--- config.mk ---
export PLATFORM = sky130hd
export DESIGN_NAME = stb_dcache_drain_flat
export DESIGN_NICKNAME = d
export VERILOG_FILES = /design/src/rtl/stb_dcache_drain_pkg.sv /design/src/rtl/stb_dcache_drain_if.sv /design/src/rtl/stb_dcache_drain.sv /design/src/flat_wrapper.sv
export SDC_FILE = /design/constraint.sdc
export NUM_CORES = 1
export LEC_CHECK = 0
export ABC_AREA = 1
export CAP_MARGIN = 20
export CORE_UTILIZATION = 25
export DETAILED_ROUTE_END_ITERATION = 10
export PLACE_DENSITY = 0.67
export SLEW_MARGIN = 20
export SYNTH_ARGS = -nofsm -noshare
export SYNTH_HDL_FRONTEND = slang
export SYNTH_SLANG_ARGS = --single-unit
--- constraint.sdc ---
create_clock -name clk -period 2 [get_ports clk]
set_clock_uncertainty 0.05 [all_clocks]
set_input_delay 0.4 -clock clk [delete_from_list [all_inputs] [get_ports clk]]
set_output_delay 0.4 -clock clk [all_outputs]
set_load 0.02 [all_outputs]
--- src/rtl/stb_dcache_drain_pkg.sv ---
// Shared dcache geometry and the drain FSM state type.
package cache_defs;
  localparam int unsigned DCACHE_ADDR_WIDTH = 32;
  localparam int unsigned DCACHE_DATA_WIDTH = 32;
  localparam int unsigned BLEN              = DCACHE_DATA_WIDTH / 8;

  typedef enum logic [1:0] {
    IDLE    = 2'd0,
    ST_WAIT = 2'd1,
    LD_WAIT = 2'd2
  } drain_state_e;
endpackage

--- src/rtl/stb_dcache_drain_if.sv ---
// Single dcache request/ack port shared between store drain and LSU loads.
interface stb_dcache_drain_if;
  import cache_defs::*;

  logic                         dc_req;
  logic                         dc_we;
  logic [DCACHE_ADDR_WIDTH-1:0] dc_addr;
  logic [DCACHE_DATA_WIDTH-1:0] dc_wdata;
  logic [BLEN-1:0]              dc_sel_byte;
  logic                         dc_ack;
  logic [DCACHE_DATA_WIDTH-1:0] dc_rdata;

  modport master (
    output dc_req, dc_we, dc_addr, dc_wdata, dc_sel_byte,
    input  dc_ack, dc_rdata
  );

  modport slave (
    input  dc_req, dc_we, dc_addr, dc_wdata, dc_sel_byte,
    output dc_ack, dc_rdata
  );
endinterface

--- src/rtl/stb_dcache_drain.sv ---
// Drains committed stores from the store buffer into the dcache, arbitrating
// the shared port against LSU loads with a bounded load-starvation window.
module stb_dcache_drain
  import cache_defs::*;
#(
  parameter int unsigned LD_STARVE_MAX = 4
) (
  input  logic                         clk,
  input  logic                         rst_n,
  input  logic                         stb_empty,
  input  logic                         stb_full,
  input  logic [DCACHE_ADDR_WIDTH-1:0] stb_addr,
  input  logic [DCACHE_DATA_WIDTH-1:0] stb_wdata,
  input  logic [BLEN-1:0]              stb_sel_byte,
  output logic                         stb_rd_sel,
  output logic                         stb_rd_en,
  input  logic                         lsu_ld_req,
  input  logic [DCACHE_ADDR_WIDTH-1:0] lsu_ld_addr,
  output logic                         lsu_ld_ack,
  output logic [DCACHE_DATA_WIDTH-1:0] lsu_ld_rdata,
  input  logic                         fence_req,
  output logic                         fence_done,
  stb_dcache_drain_if.master           dc
);

  localparam int unsigned CW = $clog2(LD_STARVE_MAX + 1);
  localparam logic [CW-1:0] CNT_MAX = CW'(LD_STARVE_MAX);

  drain_state_e                 state, state_nxt;
  logic [CW-1:0]                starve_cnt;
  logic                         fence_pend;
  logic [DCACHE_ADDR_WIDTH-1:0] ld_addr_q;
  logic                         force_st;
  logic                         grant_st;
  logic                         grant_ld;

  always_comb begin
    state_nxt    = state;
    grant_st     = 1'b0;
    grant_ld     = 1'b0;
    force_st     = fence_pend | stb_full | (starve_cnt == CNT_MAX);
    stb_rd_sel   = 1'b0;
    stb_rd_en    = 1'b0;
    lsu_ld_ack   = 1'b0;
    lsu_ld_rdata = '0;
    fence_done   = fence_pend & stb_empty & (state == IDLE);
    dc.dc_req      = 1'b0;
    dc.dc_we       = 1'b0;
    dc.dc_addr     = '0;
    dc.dc_wdata    = '0;
    dc.dc_sel_byte = '0;

    unique case (state)
      IDLE: begin
        // A pending fence blocks loads even once the buffer is empty.
        if (force_st && !stb_empty) begin
          grant_st  = 1'b1;
          state_nxt = ST_WAIT;
        end else if (lsu_ld_req && !fence_pend) begin
          grant_ld  = 1'b1;
          state_nxt = LD_WAIT;
        end else if (!stb_empty) begin
          grant_st  = 1'b1;
          state_nxt = ST_WAIT;
        end
      end
      ST_WAIT: begin
        stb_rd_sel     = 1'b1;
        dc.dc_req      = 1'b1;
        dc.dc_we       = 1'b1;
        dc.dc_addr     = stb_addr;
        dc.dc_wdata    = stb_wdata;
        dc.dc_sel_byte = stb_sel_byte;
        if (dc.dc_ack) begin
          stb_rd_en = 1'b1;
          state_nxt = IDLE;
        end
      end
      LD_WAIT: begin
        dc.dc_req      = 1'b1;
        dc.dc_addr     = ld_addr_q;
        dc.dc_sel_byte = '1;
        if (dc.dc_ack) begin
          lsu_ld_ack   = 1'b1;
          lsu_ld_rdata = dc.dc_rdata;
          state_nxt    = IDLE;
        end
      end
      default: state_nxt = IDLE;
    endcase
  end

  always_ff @(posedge clk or negedge rst_n) begin
    if (!rst_n) state <= IDLE;
    else        state <= state_nxt;
  end

  always_ff @(posedge clk or negedge rst_n) begin
    if (!rst_n)                             starve_cnt <= '0;
    else if (stb_empty || grant_st)         starve_cnt <= '0;
    else if (grant_ld && starve_cnt != CNT_MAX) starve_cnt <= starve_cnt + 1'b1;
  end

  always_ff @(posedge clk or negedge rst_n) begin
    if (!rst_n)          fence_pend <= 1'b0;
    else if (fence_done) fence_pend <= 1'b0;
    else if (fence_req)  fence_pend <= 1'b1;
  end

  always_ff @(posedge clk or negedge rst_n) begin
    if (!rst_n)        ld_addr_q <= '0;
    else if (grant_ld) ld_addr_q <= lsu_ld_addr;
  end

  a_ld_held: assert property (@(posedge clk) disable iff (!rst_n)
    (state == LD_WAIT) |-> lsu_ld_req);
  a_req_held: assert property (@(posedge clk) disable iff (!rst_n)
    (dc.dc_req && !dc.dc_ack) |=> dc.dc_req);
  a_pop_nonempty: assert property (@(posedge clk) disable iff (!rst_n)
    stb_rd_en |-> !stb_empty);

endmodule

--- src/flat_wrapper.sv ---
// flat-port wrapper written by rule: the top's interface ports become plain ports
module stb_dcache_drain_flat import cache_defs::*;
#(
  parameter int unsigned LD_STARVE_MAX = 4
)
  (clk, rst_n, stb_empty, stb_full, stb_addr, stb_wdata, stb_sel_byte, stb_rd_sel, stb_rd_en, lsu_ld_req, lsu_ld_addr, lsu_ld_ack, lsu_ld_rdata, fence_req, fence_done, dc_dc_req, dc_dc_we, dc_dc_addr, dc_dc_wdata, dc_dc_sel_byte, dc_dc_ack, dc_dc_rdata);
  stb_dcache_drain_if dc_i ();
  input  logic clk;
  input  logic rst_n;
  input  logic stb_empty;
  input  logic stb_full;
  input  logic [DCACHE_ADDR_WIDTH-1:0] stb_addr;
  input  logic [DCACHE_DATA_WIDTH-1:0] stb_wdata;
  input  logic [BLEN-1:0] stb_sel_byte;
  output logic stb_rd_sel;
  output logic stb_rd_en;
  input  logic lsu_ld_req;
  input  logic [DCACHE_ADDR_WIDTH-1:0] lsu_ld_addr;
  output logic lsu_ld_ack;
  output logic [DCACHE_DATA_WIDTH-1:0] lsu_ld_rdata;
  input  logic fence_req;
  output logic fence_done;
  output wire logic [$bits(dc_i.dc_req)-1:0] dc_dc_req;
  output wire logic [$bits(dc_i.dc_we)-1:0] dc_dc_we;
  output wire logic [$bits(dc_i.dc_addr)-1:0] dc_dc_addr;
  output wire logic [$bits(dc_i.dc_wdata)-1:0] dc_dc_wdata;
  output wire logic [$bits(dc_i.dc_sel_byte)-1:0] dc_dc_sel_byte;
  input wire logic [$bits(dc_i.dc_ack)-1:0] dc_dc_ack;
  input wire logic [$bits(dc_i.dc_rdata)-1:0] dc_dc_rdata;
  assign dc_dc_req = dc_i.dc_req;
  assign dc_dc_we = dc_i.dc_we;
  assign dc_dc_addr = dc_i.dc_addr;
  assign dc_dc_wdata = dc_i.dc_wdata;
  assign dc_dc_sel_byte = dc_i.dc_sel_byte;
  assign dc_i.dc_ack = dc_dc_ack;
  assign dc_i.dc_rdata = dc_dc_rdata;
  stb_dcache_drain #(.LD_STARVE_MAX(LD_STARVE_MAX)) u_core (.clk(clk), .rst_n(rst_n), .stb_empty(stb_empty), .stb_full(stb_full), .stb_addr(stb_addr), .stb_wdata(stb_wdata), .stb_sel_byte(stb_sel_byte), .stb_rd_sel(stb_rd_sel), .stb_rd_en(stb_rd_en), .lsu_ld_req(lsu_ld_req), .lsu_ld_addr(lsu_ld_addr), .lsu_ld_ack(lsu_ld_ack), .lsu_ld_rdata(lsu_ld_rdata), .fence_req(fence_req), .fence_done(fence_done), .dc(dc_i));
endmodule
==> results.txt <==
The tightest slew margin relative to the limit is about 73%. The commonest cells after synthesis are sky130_fd_sc_hd__nand2_1 (145), sky130_fd_sc_hd__inv_1 (107), sky130_fd_sc_hd__nor2_1 (39), sky130_fd_sc_hd__dfrtp_1 (38), sky130_fd_sc_hd__a21oi_1 (36). The average footprint of a synthesized cell is 6.185 um^2. The global routing usage summed across all routing layers is between 10% and 20%. The number of buffer cells added on primary ports came out at between 200 and 250. In this run, placement finished with an instance count of 813. The first detailed-routing pass ran for 4 iterations. The post-place setup slack came out at -378.9 ps. The post-route minimum period came out at between 2000 and 2500 ps.

The startpoint identified for the worst register-to-register timing path is u_core.state[0]. Summing the areas of all xor and xnor instances in the mapped netlist gives less than 1% of the synthesized area. The worst hold path begins at u_core.ld_addr_q[13].

The number of levels the H-tree was split into came out at 2. The area of the die came out at around 11000 um^2. The die height is around 110 um.

At the pin with the least slew margin, the transition time is about 410 ps. The number of antenna violations at the first check in global routing came to 0. The tool flagged a number of max-cap violations equal to 0.

The element type at the critical path start is a flip-flop. The routed via count divided by cell count came out at between 4 and 5. In this run the power density over the cells is approximately 1200 nW/um^2. The data required time of the critical path came out at about 1600 ps. The synthesized design contains 0 enable-type register cells. The overall power is 8.240 mW. The top cell family by delay on the critical path is buffers and inverters. The type of the worst setup path is flip-flop to output pin. The overflow left after global routing came out at 0.

Walking the worst path, the cells encountered are inv_2 > ha_4 > buf_12 > buf_16 > buf_6 > nand2_2 > a21oi_2 > buf_4. Clock latency on the worst-skew pair, taken at its later pin, is between 200 and 300 ps. TritonCTS built the clock tree. Summed over all cells, the static leakage comes to approximately 3.4 nW. Among all flip-flop cells after synthesis, the most frequent one is sky130_fd_sc_hd__dfrtp_1.

The post-synthesis share of cell area spent on and, or, nand and nor gates is a little over a quarter. The checks that failed: setup timing. The highest achievable clock rate came out at approximately 460 MHz. The cell sitting at the root of the clock tree is a sky130_fd_sc_hd__clkbuf_8.

The final max-slew violation count is 0. The worst register-to-register path ends at u_core.state[1]. Of all flip-flops after synthesis, the portion carrying an async set or reset was between 90% and 100%. The number of nets in the synthesized netlist is about 600.

The number of cells on the worst hold path is 2. 245 I/O pins were placed. After floorplanning, the core was sized to cover roughly 10000 um^2. The post-route antenna net violation count came out at 0. The fraction of final layout cells with drive strength greater than 1 is about 42%. The path class of the tightest hold or removal check is flip-flop to flip-flop. The accumulated negative setup slack came out at -5134 ps. The total routed wirelength is between 10000 and 15000 um. The yosys synthesis warning count came out at 0. The floorplan has 37 rows. The most frequent cell after synthesis is sky130_fd_sc_hd__nand2_1. The die span in x came out at 106.6 um. 0 antenna diodes ended up in the layout. The area growth from synthesis to layout is 142.3%. The number of distinct library cell variants in the gate-level netlist after synthesis came out at 24. Entering global routing, the biggest net connects 40 pins. The top cell type's share of synthesized area came out at approximately a third. The cell area after synthesis came out at approximately 2700 um^2.

The multiplexer area fraction after synthesis came out at 0%. The total of fill cells in the finished design came out at slightly below 900. The worst hold path endpoint is u_core.ld_addr_q[13]. The sequential cell area fraction in the yosys report is 34.78%.

The setup slack of the most critical reg-to-reg path came out at between 400 and 500 ps. The post-route non-filler standard cell count is 860. STA classifies the critical path endpoint as an output pin. The maximum buffer depth of the clock tree came out at 2. The clock sink total came out at 38.

The number of nets in the layout came out at around 870. The setup slack of the critical path after layout came out at -160.2 ps. The number of hold-slack violations in the final timing report is 0.

For this design, the slowest cell found on the critical path is sky130_fd_sc_hd__dfrtp_1. The total clock buffers created by CTS came out at 5. After clock tree synthesis, the clock-pin slew on the worst setup and hold paths is approximately 80 ps. The final worst-path cycle share came out at 108.0%. The initial utilization of the core area, before any placement, comes to between 20% and 30%.

Along the worst path, the maximum fanout reaches 5. The half-perimeter wire length after detailed placement is ~8500 um. The largest family of logic cells by synthesized area is simple AND/OR/NAND/NOR gates.

The highest cell delay on the worst timing path is around 400 ps. The highest ir drop seen on vdd came out at 0.0007671 V. The adder-cell share of the synthesized area is ~2.3%. For the worst setup path, the data arrival time is 1710 ps. The worst path buffer plus inverter count came out at 5.

The run finished, with violations left. The final routed DRC violation total came out at 0. Summed over all instances, the cell type with the most area after synthesis is sky130_fd_sc_hd__dfrtp_1. The total of flip-flops plus latches after synthesis is 38. After synthesis, the cell types taking the most area are sky130_fd_sc_hd__dfrtp_1 (35%), sky130_fd_sc_hd__nand2_1 (20%), sky130_fd_sc_hd__inv_1 (15%). The first global-routing pass estimated about 17000 um of wire. The compound-cell area share of the yosys netlist is between 10% and 20%. The gate count of the mapped netlist came out at approximately 440. The via count of the first global-routing pass is ~3500.

The average wire per cell in the routed design came out at about 15 um. The worst-case reg-to-reg path depth is 7. The last weighted congestion value of the routability-driven placer is 0.8276. Setup repair after global routing could not meet its margin everywhere. The final route contains 3687 vias. The number of DRC markers after the initial detailed-route iteration is about 130.

The number of endpoints failing setup at the final stage is roughly 90.
metrics by stage:
stage | instance area [um^2] | hold WS [ps] | utilization (%)
after CTS | 5892 | 436.2 | 56.31
final | 6624 | 432.4 | 63.31
after detailed placement | 5578 | 307.8 | 53.31
after floorplan | 2875 | 54.41 | -
after global routing | 6624 | 460.1 | 63.31
after global placement | 5578 | 298.3 | 53.31
area by class of cell:
type	count	area, um^2	share of cell area, %
Clock buffer	6	72.57	1.096
Inverter	108	416.7	6.290
Multi-Input combinational cell	268	1712	25.84
Sequential cell	38	950.9	14.36
Timing Repair Buffer	303	3294	49.74
Tap cell	136	170.2	2.569
Clock inverter	1	7.507	0.1133
placed cells by master (no fill, tap or decap), types with 27 or more instances in the layout:
cell	netlist	routed
sky130_fd_sc_hd__inv_1	107	78
sky130_fd_sc_hd__nand2_1	145	94
sky130_fd_sc_hd__a21oi_2	0	29
sky130_fd_sc_hd__nor2_1	39	38
sky130_fd_sc_hd__nand2_4	0	27
sky130_fd_sc_hd__dfrtp_1	38	38
sky130_fd_sc_hd__buf_4	1	70
sky130_fd_sc_hd__inv_2	1	28
sky130_fd_sc_hd__buf_6	5	57
sky130_fd_sc_hd__clkdlybuf4s50_1	0	137
power by group:
| part | switching [mW] | internal, mW | leakage, nW |
|---|---|---|---|
| logic | 3.05 | 3.38 | 2.91 |
| registers | 0.209 | 1.10 | 0.480 |
| clock network | 0.273 | 0.239 | 0.0373 |
| total | 3.53 | 4.71 | 3.43 |
repair_timing:
item                                    in CTS  in global routing
endpoints found under the setup margin     106                105
hold endpoints to repair                    17                  0
gates resized for setup                    540                183
gates cloned                                 6                  7
buffers inserted                            21                  6
pin swaps                                   16                 43
hold buffers                                 1                  0
metal layers:
metal | part of all wire [%] | global-route usage, % | routed length (um)
met3 | 5.6 | 4.195 | 713
met2 | 55 | 37.97 | 7056
met1 | 38 | 22.09 | 4841
met4 | 1.2 | 3.816 | 159
met5 | 0 | 0 | 0
worst reg2reg max path: stages, from the launching register on:
cell and delay [ps]:
sky130_fd_sc_hd__dfrtp_1 400, sky130_fd_sc_hd__inv_2 80, sky130_fd_sc_hd__ha_4 300, sky130_fd_sc_hd__inv_8 60
sky130_fd_sc_hd__buf_12 150, sky130_fd_sc_hd__o22ai_1 280, sky130_fd_sc_hd__nand2_1 100, sky130_fd_sc_hd__o21ai_2 60
logic make-up after synthesis:
family,after synthesis
buf+inv,136
xor+xnor,2
flops,38
compound gates,73
simple gates,188
fa+ha+maj,5
state kept, by name, indices dropped and copies added (netlist names):
signal	count
u_core.starve_cnt	3
u_core.state	2
u_core.fence_pend	1
u_core.ld_addr_q	32
how the worst max path moves through the flow:
stage / start / end / slack [ps] / depth (start not counted)
3_3_place_gp: dc_dc_ack / lsu_ld_rdata[10] / -340 / 5
5_1_grt: u_core.state[1] / dc_dc_addr[8] / -230 / 8
4_1_cts: u_core.state[0] / dc_dc_addr[8] / -200 / 7
6_report: u_core.state[1] / dc_dc_addr[8] / -160 / 8
2_1_floorplan: u_core.state[0] / dc_dc_addr[14] / 20 / 6
3_5_place_dp: dc_dc_ack / lsu_ld_rdata[10] / -380 / 5
Note: power is estimated with default switching activity, not from simulation.
